==> config.mk <==
export PLATFORM = sky130hd
export DESIGN_NAME = uart_frame_reporter_v1_0_flat
export DESIGN_NICKNAME = d
export VERILOG_FILES = /design/src/rtl/uart_frame_reporter_v1_0_if.sv /design/src/rtl/uart_frame_reporter_v1_0.sv /design/src/flat_wrapper.sv
export SDC_FILE = /design/constraint.sdc
export NUM_CORES = 1
export LEC_CHECK = 0
export ABC_AREA = 0
export CAP_MARGIN = 5
export CORE_UTILIZATION = 40
export DETAILED_ROUTE_END_ITERATION = 16
export HOLD_SLACK_MARGIN = 0.06
export PLACE_DENSITY_LB_ADDON = 0.25
export SLEW_MARGIN = 15
export SYNTH_ARGS = -nofsm -noshare
export SYNTH_HDL_FRONTEND = slang
export SYNTH_SLANG_ARGS = --single-unit
==> constraint.sdc <==
create_clock -name clk100mhz -period 1.7 [get_ports clk100mhz]
set_clock_uncertainty 0.05 [all_clocks]
set_input_delay 0.17 -clock clk100mhz [delete_from_list [all_inputs] [get_ports clk100mhz]]
set_output_delay 0.17 -clock clk100mhz [all_outputs]
set_load 0.02 [all_outputs]
==> src/rtl/uart_frame_reporter_v1_0_if.sv <==
// Command, BRAM-read and uart_tx handshake signals of the UART frame reporter.
// The reporter uses the master modport; the surrounding logic uses slave.
interface uart_frame_reporter_v1_0_if #(
    parameter int P_ADDR_W = 7
);
    logic                i_cmd_valid;
    logic [47:0]         i48_cmd;
    logic [P_ADDR_W-1:0] o_bram_add;
    logic [31:0]         i32_bram_data;
    logic [47:0]         o48_tx_data;
    logic                o_tx_valid;
    logic                i_tx_ready;

    modport master (
        input  i_cmd_valid, i48_cmd, i32_bram_data, i_tx_ready,
        output o_bram_add, o48_tx_data, o_tx_valid
    );

    modport slave (
        output i_cmd_valid, i48_cmd, i32_bram_data, i_tx_ready,
        input  o_bram_add, o48_tx_data, o_tx_valid
    );
endinterface

==> src/rtl/uart_frame_reporter_v1_0.sv <==
// Transmit side of the 6-byte UART protocol: answers read/state commands from
// the output BRAM and announces transform completion with a notify frame.
module uart_frame_reporter_v1_0 #(
    parameter int         P_ADDR_W       = 7,
    parameter int         P_NWORDS       = 128,
    parameter int         P_BRAM_LATENCY = 2,
    parameter logic [7:0] P_ST_DATA      = 8'h01,
    parameter logic [7:0] P_ST_STATE     = 8'h10,
    parameter logic [7:0] P_ST_ERR       = 8'hEE
) (
    input  logic clk100mhz,
    input  logic rst,
    input  logic i_fft_done,
    output logic o_busy,
    output logic o_result_ready,
    uart_frame_reporter_v1_0_if.master io_bus
);
    typedef enum logic [2:0] {S_IDLE, S_ADDR, S_WAIT, S_LOAD, S_SEND, S_NEXT} state_t;
    typedef enum logic [1:0] {K_DATA, K_ERR, K_STATE, K_NOTIFY} kind_t;

    localparam logic [P_ADDR_W-1:0] L_LAST      = P_ADDR_W'(P_NWORDS - 1);
    localparam logic [8:0]          L_NWORDS9   = 9'(P_NWORDS);
    localparam logic [1:0]          L_WAIT_LAST = 2'(P_BRAM_LATENCY - 2);

    state_t              r_state, w_next_state;
    kind_t               r_kind;
    logic                r_dump;
    logic [P_ADDR_W-1:0] r_addr;
    logic [P_ADDR_W-1:0] r_bram_add;
    logic [7:0]          r_err_add;
    logic [1:0]          r_wait_cnt;
    logic [47:0]         r_tx_data;
    logic                r_tx_valid;
    logic                r_result_ready;
    logic                r_notify_pending;
    logic                r_done_q1, r_done_q2;

    logic [7:0] w_cmd_code, w_cmd_add, w_addr8;
    logic       w_is_read, w_is_dump, w_is_single, w_is_err, w_is_state;
    logic       w_handshake, w_last, w_done_rise;

    assign w_cmd_code  = io_bus.i48_cmd[47:40];
    assign w_cmd_add   = io_bus.i48_cmd[39:32];
    assign w_is_read   = io_bus.i_cmd_valid && (w_cmd_code == 8'h02);
    assign w_is_dump   = w_is_read && (w_cmd_add == 8'hFF);
    assign w_is_single = w_is_read && !w_is_dump && ({1'b0, w_cmd_add} < L_NWORDS9);
    assign w_is_err    = w_is_read && !w_is_dump && !w_is_single;
    assign w_is_state  = io_bus.i_cmd_valid && (w_cmd_code == 8'h10);
    assign w_handshake = r_tx_valid && io_bus.i_tx_ready;
    assign w_last      = (r_addr == L_LAST);
    assign w_done_rise = r_done_q1 && !r_done_q2;
    assign w_addr8     = 8'(r_addr);

    assign io_bus.o_bram_add  = r_bram_add;
    assign io_bus.o48_tx_data = r_tx_data;
    assign io_bus.o_tx_valid  = r_tx_valid;
    assign o_busy             = (r_state != S_IDLE);
    assign o_result_ready     = r_result_ready;

    always_ff @(posedge clk100mhz) begin
        // NOTE: sequential state uses non-blocking assignments so every flop samples pre-edge values.
        if (rst) r_state <= S_IDLE;
        else     r_state <= w_next_state;
    end

    always_comb begin
        // NOTE: the default first keeps every path assigned, so no latch is inferred.
        w_next_state = r_state;
        case (r_state)
            S_IDLE: begin
                if (w_is_dump || w_is_single)
                    w_next_state = S_ADDR;
                else if (w_is_err || w_is_state || r_notify_pending)
                    w_next_state = S_LOAD;
            end
            S_ADDR: w_next_state = (P_BRAM_LATENCY == 1) ? S_LOAD : S_WAIT;
            S_WAIT: if (r_wait_cnt == L_WAIT_LAST) w_next_state = S_LOAD;
            S_LOAD: w_next_state = S_SEND;
            S_SEND: if (w_handshake) w_next_state = (r_kind == K_DATA) ? S_NEXT : S_IDLE;
            S_NEXT: w_next_state = (r_dump && !w_last) ? S_ADDR : S_IDLE;
            default: w_next_state = S_IDLE;
        endcase
    end

    always_ff @(posedge clk100mhz) begin
        if (rst) begin
            r_kind           <= K_DATA;
            r_dump           <= 1'b0;
            r_addr           <= '0;
            r_bram_add       <= '0;
            r_err_add        <= 8'h00;
            r_wait_cnt       <= 2'd0;
            r_tx_data        <= 48'h0;
            r_tx_valid       <= 1'b0;
            r_result_ready   <= 1'b0;
            r_notify_pending <= 1'b0;
            r_done_q1        <= 1'b0;
            r_done_q2        <= 1'b0;
        end else begin
            r_done_q1 <= i_fft_done;
            r_done_q2 <= r_done_q1;
            case (r_state)
                S_IDLE: begin
                    // Command priority must mirror the next-state decode above.
                    if (w_is_dump) begin
                        r_kind <= K_DATA;
                        r_dump <= 1'b1;
                        r_addr <= '0;
                    end else if (w_is_single) begin
                        r_kind <= K_DATA;
                        r_dump <= 1'b0;
                        r_addr <= w_cmd_add[P_ADDR_W-1:0];
                    end else if (w_is_err) begin
                        r_kind    <= K_ERR;
                        r_err_add <= w_cmd_add;
                    end else if (w_is_state) begin
                        r_kind <= K_STATE;
                    end else if (r_notify_pending) begin
                        r_kind <= K_NOTIFY;
                    end
                end
                S_ADDR: begin
                    r_bram_add <= r_addr;
                    r_wait_cnt <= 2'd0;
                end
                S_WAIT: r_wait_cnt <= r_wait_cnt + 2'd1;
                S_LOAD: begin
                    case (r_kind)
                        K_DATA:  r_tx_data <= {P_ST_DATA, w_addr8, io_bus.i32_bram_data};
                        K_ERR:   r_tx_data <= {P_ST_ERR, r_err_add, 32'h0};
                        K_STATE: r_tx_data <= {P_ST_STATE, 8'h00, 31'b0, r_result_ready};
                        default: begin
                            r_tx_data        <= {P_ST_DATA, 8'hFF, 32'h0};
                            r_notify_pending <= 1'b0;
                        end
                    endcase
                end
                S_SEND: r_tx_valid <= !w_handshake;
                S_NEXT: begin
                    if (r_dump) begin
                        if (w_last) r_result_ready <= 1'b0;
                        else        r_addr <= r_addr + P_ADDR_W'(1);
                    end
                end
                default: ;
            endcase
            // A fresh completion outranks the clear at the end of a dump.
            if (w_done_rise) begin
                r_result_ready   <= 1'b1;
                r_notify_pending <= 1'b1;
            end
        end
    end
endmodule

==> src/flat_wrapper.sv <==
// flat-port wrapper written by rule: the top's interface ports become plain ports
module uart_frame_reporter_v1_0_flat 
#(
    parameter int         P_ADDR_W       = 7,
    parameter int         P_NWORDS       = 128,
    parameter int         P_BRAM_LATENCY = 2,
    parameter logic [7:0] P_ST_DATA      = 8'h01,
    parameter logic [7:0] P_ST_STATE     = 8'h10,
    parameter logic [7:0] P_ST_ERR       = 8'hEE
)
  (clk100mhz, rst, i_fft_done, o_busy, o_result_ready, io_bus_i_cmd_valid, io_bus_i48_cmd, io_bus_i32_bram_data, io_bus_i_tx_ready, io_bus_o_bram_add, io_bus_o48_tx_data, io_bus_o_tx_valid);
  uart_frame_reporter_v1_0_if #(.P_ADDR_W(P_ADDR_W)) io_bus_i ();
  input  logic clk100mhz;
  input  logic rst;
  input  logic i_fft_done;
  output logic o_busy;
  output logic o_result_ready;
  input wire logic [$bits(io_bus_i.i_cmd_valid)-1:0] io_bus_i_cmd_valid;
  input wire logic [$bits(io_bus_i.i48_cmd)-1:0] io_bus_i48_cmd;
  input wire logic [$bits(io_bus_i.i32_bram_data)-1:0] io_bus_i32_bram_data;
  input wire logic [$bits(io_bus_i.i_tx_ready)-1:0] io_bus_i_tx_ready;
  output wire logic [$bits(io_bus_i.o_bram_add)-1:0] io_bus_o_bram_add;
  output wire logic [$bits(io_bus_i.o48_tx_data)-1:0] io_bus_o48_tx_data;
  output wire logic [$bits(io_bus_i.o_tx_valid)-1:0] io_bus_o_tx_valid;
  assign io_bus_i.i_cmd_valid = io_bus_i_cmd_valid;
  assign io_bus_i.i48_cmd = io_bus_i48_cmd;
  assign io_bus_i.i32_bram_data = io_bus_i32_bram_data;
  assign io_bus_i.i_tx_ready = io_bus_i_tx_ready;
  assign io_bus_o_bram_add = io_bus_i.o_bram_add;
  assign io_bus_o48_tx_data = io_bus_i.o48_tx_data;
  assign io_bus_o_tx_valid = io_bus_i.o_tx_valid;
  uart_frame_reporter_v1_0 #(.P_ADDR_W(P_ADDR_W), .P_NWORDS(P_NWORDS), .P_BRAM_LATENCY(P_BRAM_LATENCY), .P_ST_DATA(P_ST_DATA), .P_ST_STATE(P_ST_STATE), .P_ST_ERR(P_ST_ERR)) u_core (.clk100mhz(clk100mhz), .rst(rst), .i_fft_done(i_fft_done), .o_busy(o_busy), .o_result_ready(o_result_ready), .io_bus(io_bus_i));
endmodule
======== Word-level counts from Yosys, hierarchy flattened ========
Index checks and enable logic that the tools add are counted.
word-level totals
  input port bits ......................... 85
  flip-flop bits (word level) ............. 83
  output and inout port bits .............. 58
  word-level logic and storage cells ...... 101
cells by class
  order comparisons ....................... 1
  muxes and demuxes ....................... 28
  $add $sub $neg .......................... 2
  bitwise gates (word level) .............. 2
  equality and inequality tests ........... 18
  reduce and logical (&&, ||, !) cells .... 37
operator list
  cell                                                    count
  case mux 48 bit (3 select lines)                        1
  two-way mux 7 bit                                       4
  case mux 3 bit (6 select lines)                         1
  two-way mux 3 bit                                       5
  case mux 7 bit (2 select lines)                         1
  nonzero test 2 bit                                      7
  two-way mux 1 bit                                       10
  two-way mux 2 bit                                       5
  logical AND 1 bit                                       9
  equality test 8 x 2 -> 1 bit (second input constant)    1
  equality test 8 x 5 -> 1 bit (second input constant)    1
  equality test 8 bit (second input constant)             1
  < comparator 8 bit (second input constant)              1
  inequality test 2 x 1 -> 1 bit (second input constant)  4
  AND reduction 4 bit                                     2
  adder 7 x 1 -> 7 bit (second input constant)            1
  equality test 7 bit (second input constant)             1
  equality test 3 x 2 -> 1 bit (second input constant)    2
  equality test 3 bit (second input constant)             2
  inequality test 3 x 1 -> 1 bit (second input constant)  2
  AND reduction 2 bit                                     3
  AND reduction 3 bit                                     2
  zero test 1 bit                                         5
  nonzero test 5 bit                                      1
  12 further kinds                                        16

======== Longest topological paths before layout ========
Gate-level depths: netlist (run 1).
  depth in word-level cells ............... 13
  mapped depth ............................ 7
  mapped depth without buffers ............ 6

======== Least setup slack after synthesis (run 1) ========
OpenSTA, ideal clock, no wires.
  kind .................................... reg-to-reg
  start point ............................. reg u_core.r_state[2]
  end point ............................... reg u_core.r_err_add[0]
  data arrival time ....................... 1343 ps
  path slack .............................. 179 ps
  data required time ...................... 1522 ps
  library setup time ...................... 128 ps
  cell stages (with the launch flop) ...... 8
  path buffers ............................ 2
  clock period less this slack ............ 1521 ps
  cells stage by stage .................... dfxtp_1 -> nor3_2 -> and4_1 -> buf_6 -> and2b_1 -> buf_6 -> mux2i_1 -> nor2_1
between the ends
  cells in the longest elaborated chain, start to end .. 2
RTL lines
  what                           RTL line                         RTL
  from (decl)                    uart_frame_reporter_v1_0.sv:25   state_t r_state, w_next_state;
  from (signal assigned)         uart_frame_reporter_v1_0.sv:63   else r_state <= w_next_state;
  zero test 3 bit                uart_frame_reporter_v1_0.sv:102  case (r_state)
  AND reduction 4 bit (no line)  n/a
  to (signal assigned)           uart_frame_reporter_v1_0.sv:115  r_err_add <= w_cmd_add;
  to (decl)                      uart_frame_reporter_v1_0.sv:30   logic [7:0] r_err_add;
No other way between the ends.
A chain may end at the register's enable or synchronous reset.

======== Worst setup path in the final report (run 1) ========
  start point ............................. in io_bus_i48_cmd[47]
  end point ............................... reg u_core.r_addr[2]
between the ends
  cells in the longest elaborated chain, start to end .. 8
  elaborated cells between the ends (all ways) .. 10
  those cells by class .................... eq/ne: 2; mux: 2; reduce/logical: 6
RTL lines
  what                                      RTL line                         RTL
  from (decl)                               flat_wrapper.sv:19               input wire logic [$bits(io_bus_i.i48_cmd)-1:0] io_bus_i48_cmd;
  equality test 8 x 2 -> 1 bit (*)          uart_frame_reporter_v1_0.sv:44   assign w_is_read = io_bus.i_cmd_valid && (w_cmd_code == 8'h02);
  logical AND 1 bit (*)                     uart_frame_reporter_v1_0.sv:44
  logical AND 1 bit                         uart_frame_reporter_v1_0.sv:45   assign w_is_dump = w_is_read && (w_cmd_add == 8'hFF);
  zero test 1 bit                           uart_frame_reporter_v1_0.sv:46   assign w_is_single = w_is_read && !w_is_dump && ({1'b0, w_cmd_add} < L_NWORDS9);
  logical AND 1 bit (2 in a row)            uart_frame_reporter_v1_0.sv:46
  inequality test 3 x 1 -> 1 bit (no line)  n/a
  AND reduction 4 bit (no line)             n/a
  to (signal assigned)                      uart_frame_reporter_v1_0.sv:112  r_addr <= w_cmd_add[P_ADDR_W-1:0];
  to (signal assigned)                      uart_frame_reporter_v1_0.sv:142  else r_addr <= r_addr + P_ADDR_W'(1);
  to (decl)                                 uart_frame_reporter_v1_0.sv:28   logic [P_ADDR_W-1:0] r_addr;
Mark *: on every way between the ends. The rest lies on a longest branch, timed or not.

==> results_dict.tcl, run 1 <==
set metrics [dict create \
    io_buffer_count 110 \
    crit_type "in -> reg" \
    first_iter_violations 119 \
    power_frac_seq_pct 41.1 \
    synthesis.nets 489 \
    yosysTopAreaCell "dfxtp_1" \
    instances_no_fill 642 \
    hold_viol_final 0 \
    tns_ns 0 \
    final_max_slew_viol_count 0 \
    cts_sinks 78 \
    worstPathRequired_ns 1.95 \
    fp.coreArea_um2 8220 \
    layout_setup_ws_ns 0.0712 \
    drc 0 \
    clk_pin_slew_ns 0.08 \
    grtUsageMet1_pct 26.4 \
    dr_total_vias 3306 \
    max_cap_violations 0 \
    grt_antenna_before_repair 0 \
    p_clk_share_pct 27.2 \
    switchingPower_mw 1.75 \
    cp_max_fo 5 \
    grt-ovfl-total 0 \
    synth_warnings 0 \
    crit_path_end_kind "flip-flop" \
    avgSynthCellArea_um2 8.57 \
    cts.path.max_buffers 2 \
    firstDrtPassIters 4 \
    gp_congestion 0.919 \
    fin_crit_sh_pct 95.8 \
    root_buffer "clkbuf_8" \
    ys_ff_latch 78 \
    grt_max_degree 52 \
    gr-usage-met3_pct 5.39 \
    top_usage_layer "met2" \
    numCtsBuffers 9 \
    cts_tree "yes" \
    vias_per_cell 5.15 \
    ys_async_sr_fraction_pct 0 \
    area_delta_synth_final_pct 49.1 \
    reg2reg_from "u_core.r_state[2]$_SDFFE_PP0P_" \
    syn_inst 398 \
    tightest_slew_ns 0.340 \
    crit_start "io_bus_i48_cmd[47]" \
    dp.cells 625 \
    placed_cell_area_um2 4840 \
    period_minus_slack_ns 1.63 \
    syn-cell-area_um2 3410 \
    placementRows 33 \
    clock.fmax_mhz 614 \
    cp_slowest_cell "clkdlybuf4s50_1" \
    synthDominantCellAreaShare_pct 45.8 \
    fin_nets 623 \
    track_usage_pct 21.7 \
    relSlewSlack_pct 77.3 \
    utilization_pct 61.9 \
    leakage_nw 1.90 \
    ys_types 47 \
    synth-simple-area-share_pct 22.3 \
    synth_top_family_by_area "simple AND/OR/NAND/NOR gates" \
    setup_violations 0 \
    synth_edf_count 0 \
    combPwrFrac_pct 31.7 \
    clock_latency_ns 0.37 \
    dieHeight_um 94.4 \
    post-place-ws_ns -0.289 \
    initial_utilization_pct 41.5 \
    hpwl_mm 6.88 \
    power.density_nw_per_um2 1020 \
    switching_share_pct 33.7 \
    synthMuxAreaShare_pct 4.69 \
    grt_pass1_vias 3174 \
    wire_per_inst_um 14.7 \
    seq_area_frac_synth_pct 45.8 \
    p_total_mw 5.18 \
    grt_pass1_wl_mm 15.0 \
    drive_gt1_share_pct 14.7 \
    yosys.area_share.adder_pct 2.20 \
    p_int_mw 3.43 \
    peakVddDrop_mv 0.563 \
    ios 143 \
    critPathLaunchType "primary input" \
    outcome "complete, no violations" \
    synth.area.top_cells "dfxtp_1, a21oi_1, nand2_1, nand3_1, mux2i_1" \
    crit_arrival_ns 1.88 \
    worstHoldStart "i_fft_done" \
    fin_hold_ws_ns 0.298 \
    cpPeakStageDelay_ns 0.46 \
    wirelength_mm 9.42 \
    final_cell_area_um2 5090 \
    min_path_type "in -> reg" \
    diodes 0 \
    synth_compound_area_share_pct 18.2 \
    yosys_most_used_dff "dfxtp_1" \
    crit_chain "clkdlybuf4s50_1 > nor4b_4 > and4_4 > buf_4 > a21oi_2 > a311o_1 > o21ai_1" \
    die_x_um 94.4 \
    ant_nets 0 \
    grt_use_met2_pct 36.6 \
    yosys.area_share.xor_xnor_pct 0.770 \
    dieArea_um2 8900 \
    htree_levels 3 \
]
cells in the mapped netlist, types with 2 or more instances:
cell type	n
nor3b_1	2
a22oi_1	2
a21oi_1	52
mux2i_1	16
ha_1	6
clkbuf_1	17
nor2b_1	6
a221oi_1	9
a31oi_1	3
a211oi_1	10
buf_4	7
nor2_1	41
nor3_1	7
nand3_1	33
xnor2_1	2
and2_1	3
nand2_1	47
nand2b_1	4
inv_1	5
o21ai_0	8
buf_2	9
nand3b_1	2
nand4_1	5
buf_6	2
dfxtp_1	78
routing by layer:
metal	wire length (um)	vias up
li1	-	1662
met1	3950	1522
met2	4680	104
met3	596	18
met4	200	0
met5	0	-
worst paths after layout:
| kind | to | slack, ns | cells past startpoint |
|---|---|---|---|
| worst max register to register | u_core.r_addr[2]$_SDFFE_PP0P_ | 0.11 | 6 |
| worst min register to register | u_core.io_bus.o48_tx_data[3]$_SDFFE_PP0P_ | 0.41 | 2 |
| worst min-delay path | u_core.r_done_q1$_SDFF_PP0_ | 0.30 | 2 |
| worst max-delay path | u_core.r_addr[2]$_SDFFE_PP0P_ | 0.07 | 7 |
critical path, delay by kind of cell:
| family | cells | cell delay [ns] |
|---|---|---|
| buffers and inverters | 2 | 0.59 |
| AOI/OAI and AO/OA | 3 | 0.49 |
| and+or+nand+nor | 2 | 0.64 |
layout make-up:
class                           instances  area (um^2)
Fill cell                             718         3130
Clock inverter                          7         73.8
Inverter                                5         18.8
Timing Repair Buffer                  159         1510
Sequential cell                        78         1570
Tap cell                              105          131
Multi-Input combinational cell        279         1660
Clock buffer                            9          124
power by group through the flow:
| stage | combinational, mW | clock (mW) | sequential (mW) |
|---|---|---|---|
| floorplan | 0.809 | 0 | 2.28 |
| global placement | 1.61 | 0 | 2.15 |
| detailed placement | 1.63 | 0 | 2.16 |
| CTS | 1.64 | 1.42 | 2.13 |
| global route | 1.79 | 1.51 | 2.15 |
| finish | 1.64 | 1.41 | 2.13 |
logic make-up (layout without fill, tap and decap cells):
group,Yosys count,in the layout
xor gates and xnor gates,3,3
adders and majority gates,6,6
and+or+nand+nor,158,158
DFF,78,78
buffers and inverters,41,180
muxes,16,16
AOI/OAI and AO/OA,96,96
state kept, by name (all words and copies together) (netlist names):
register / count
u_core.io_bus.o48_tx_data: 43
u_core.r_err_add: 8
u_core.io_bus.o_bram_add: 7
u_core.r_addr: 7
u_core.r_state: 3
u_core.r_kind: 2
u_core.r_wait_cnt: 2
u_core.io_bus.o_tx_valid: 1
u_core.o_result_ready: 1
u_core.r_done_q1: 1
u_core.r_done_q2: 1
u_core.r_dump: 1
u_core.r_notify_pending: 1
placed cells by master (no fill, tap or decap), types with 2 or more instances in the layout:
| master | instances |
|---|---|
| mux2i_1 | 16 |
| nor2b_1 | 5 |
| nor3_1 | 7 |
| xnor2_1 | 2 |
| o21ai_0 | 8 |
| nand2_1 | 47 |
| nand3_1 | 33 |
| buf_4 | 45 |
| dfxtp_1 | 75 |
| ha_1 | 6 |
| nor2_1 | 40 |
| a21oi_1 | 52 |
| a211oi_1 | 10 |
| clkbuf_8 | 9 |
| dlymetal6s2s_1 | 4 |
| clkinvlp_4 | 4 |
| clkdlybuf4s50_1 | 104 |
| nand2b_1 | 4 |
| dfxtp_2 | 2 |
| a31oi_1 | 3 |
| and2_1 | 3 |
| a221oi_1 | 9 |
| a22oi_1 | 2 |
| nor3b_1 | 2 |
| buf_12 | 2 |
| nand4_1 | 5 |
| nand3b_1 | 2 |
| inv_1 | 5 |
timing repair:
action | in CTS | in global routing
buffers inserted | 0 | 0
hold endpoints to repair | 2 | 0
hold buffers | 1 | 0
setup endpoints to repair | 1 | 51
resized for setup | 3 | 11
pin swaps | 0 | 2
Note: power is estimated with default switching activity, not from simulation.
==> run 2: changes to the inputs <==
- CORE_UTILIZATION: 40 -> 43
==> run 2 against run 1 <==
Against the previous run: total power up 5.2%; register-to-register slack worse by 0.04 ns; utilization up 4.6 points; design area up 0.54%; sequential power about the same; clock power up 11%.
==> results_dict.tcl, run 2 (same netlist as run 1, synthesis figures left out) <==
set metrics [dict create \
    top_usage_layer "met2" \
    numCtsBuffers 9 \
    placementRows 32 \
    leakage_nw 1.89 \
    p_clk_share_pct 28.7 \
    hold_buffers 0 \
    final_max_slew_viol_count 0 \
    hold_viol_final 0 \
    ios 143 \
    htree_levels 3 \
    grt_pass1_vias 3002 \
    placed_cell_area_um2 4850 \
    crit_chain "clkdlybuf4s50_1" \
    tightest_slew_ns 0.433 \
    wire_per_inst_um 14.3 \
    post-place-ws_ns -0.340 \
    cpPeakStageDelay_ns 0.64 \
    switchingPower_mw 1.77 \
    grt_pass1_wl_mm 14.8 \
    grt_antenna_before_repair 0 \
    initial_utilization_pct 44.4 \
    root_buffer "clkbuf_8" \
    wirelength_mm 9.18 \
    period_minus_slack_ns 1.65 \
    p_int_mw 3.68 \
    die_x_um 91.1 \
    outcome "complete, no violations" \
    io_buffer_count 110 \
    largest_reg_flops 43 \
    cts.path.max_buffers 2 \
    power.density_nw_per_um2 1070 \
    switching_share_pct 32.5 \
    first_iter_violations 168 \
    grt-ovfl-total 0 \
    min_path_type "in -> reg" \
    cp_top_family "buffers and inverters" \
    gr-usage-met3_pct 3.35 \
    dp.cells 621 \
    diodes 0 \
    power_frac_seq_pct 39.5 \
    drc 0 \
    firstDrtPassIters 5 \
    worstRegToRegCells 6 \
    worstPathRequired_ns 1.48 \
    dieHeight_um 91.1 \
    clock.fmax_mhz 608 \
    critPathLaunchType "flip-flop" \
    area_delta_synth_final_pct 49.9 \
    grt_max_degree 52 \
    final_cell_area_um2 5110 \
    crit_path_end_kind "output pin" \
    crit_cells 1 \
    crit_arrival_ns 1.43 \
    cts_sinks 78 \
    cts_tree "yes" \
    final_common_cell "clkdlybuf4s50_1" \
    hpwl_mm 6.68 \
    ant_nets 0 \
    path_buf_inv 1 \
    dieArea_um2 8300 \
    gp_congestion 0.902 \
    final_cell_mix "clkdlybuf4s50_1, dfxtp_1, a21oi_1" \
    clk_pin_slew_ns 0.08 \
    relSlewSlack_pct 71.0 \
    peakVddDrop_mv 0.756 \
    cp_slowest_cell "clkdlybuf4s50_1" \
    clock_latency_ns 0.35 \
    track_usage_pct 22.3 \
    fin_nets 624 \
    hold_depth 2 \
    max_cap_violations 0 \
    fin_crit_sh_pct 96.8 \
    instances_no_fill 640 \
    crit_type "reg -> out" \
    layout_setup_ws_ns 0.0549 \
    vias_per_cell 5.25 \
    cp_max_fo 7 \
    r2r_slack_ns 0.07 \
    grtUsageMet1_pct 29.4 \
    combPwrFrac_pct 31.8 \
    drive_gt1_share_pct 14.9 \
    setup_violations 0 \
    fp.coreArea_um2 7690 \
    grt_use_met2_pct 37.1 \
    dr_total_vias 3360 \
]
[run 2: timing repair]
action                                  CTS  global route
pin swaps                                 0             5
buffers inserted                          0             3
gates resized for setup                   2             9
endpoints found under the setup margin    2            13
[run 2: through the flow]
step	TNS, ns	hold WS, ns	power [mW]	utilization (%)
CTS	0	0.124	5.39	65.9
floorplan	0	0.248	3.09	-
detailed placement	-3.79	0.395	3.86	63.0
global placement	-3.67	0.387	3.82	63.0
finish	0	0.125	5.45	66.5
global route	-0.0533	0.135	5.72	66.5
[run 2: final timing paths]
check                                             start                                         end
max reg2reg              u_core.r_state[1]$_SDFFE_PP0P_               u_core.r_addr[2]$_SDFFE_PP0P_
max          u_core.io_bus.o48_tx_data[46]$_SDFFE_PP0P_                      io_bus_o48_tx_data[43]
min reg2reg  u_core.io_bus.o48_tx_data[15]$_SDFFE_PP0P_  u_core.io_bus.o48_tx_data[15]$_SDFFE_PP0P_
min                                                 rst   u_core.io_bus.o48_tx_data[0]$_SDFFE_PP0P_
[run 2: layer usage]
layer / wire length, um / vias to the layer above
met5: 0 / -
met4: 95 / 0
met3: 486 / 9
met2: 4410 / 112
met1: 4190 / 1572
li1: - / 1667
[run 2: worst register-to-register path: stages, from the launching register on]
cell     delay, ns
dfxtp_4       0.37
nor3_4        0.22
and4_4        0.25
buf_4         0.13
a21oi_2       0.09
a311o_1       0.30
o21ai_1       0.15
[run 2: power groups by stage]
stage / Sequential [mW] / Combinational (mW) / Clock [mW]
after global routing: 2.18 / 1.89 / 1.66
final: 2.15 / 1.73 / 1.56
after detailed placement: 2.18 / 1.68 / 0
after CTS: 2.14 / 1.68 / 1.58
after global placement: 2.17 / 1.65 / 0
after floorplan: 2.28 / 0.809 / 0
[run 2: area by class of cell]
class / count / area (um^2)
clock inverters: 7 / 97.6
clock buffers: 9 / 124
inverters: 5 / 18.8
fillers: 661 / 2570
multi-input cells: 279 / 1660
repair buffers: 160 / 1520
flip-flops and latches: 78 / 1570
well taps: 102 / 128
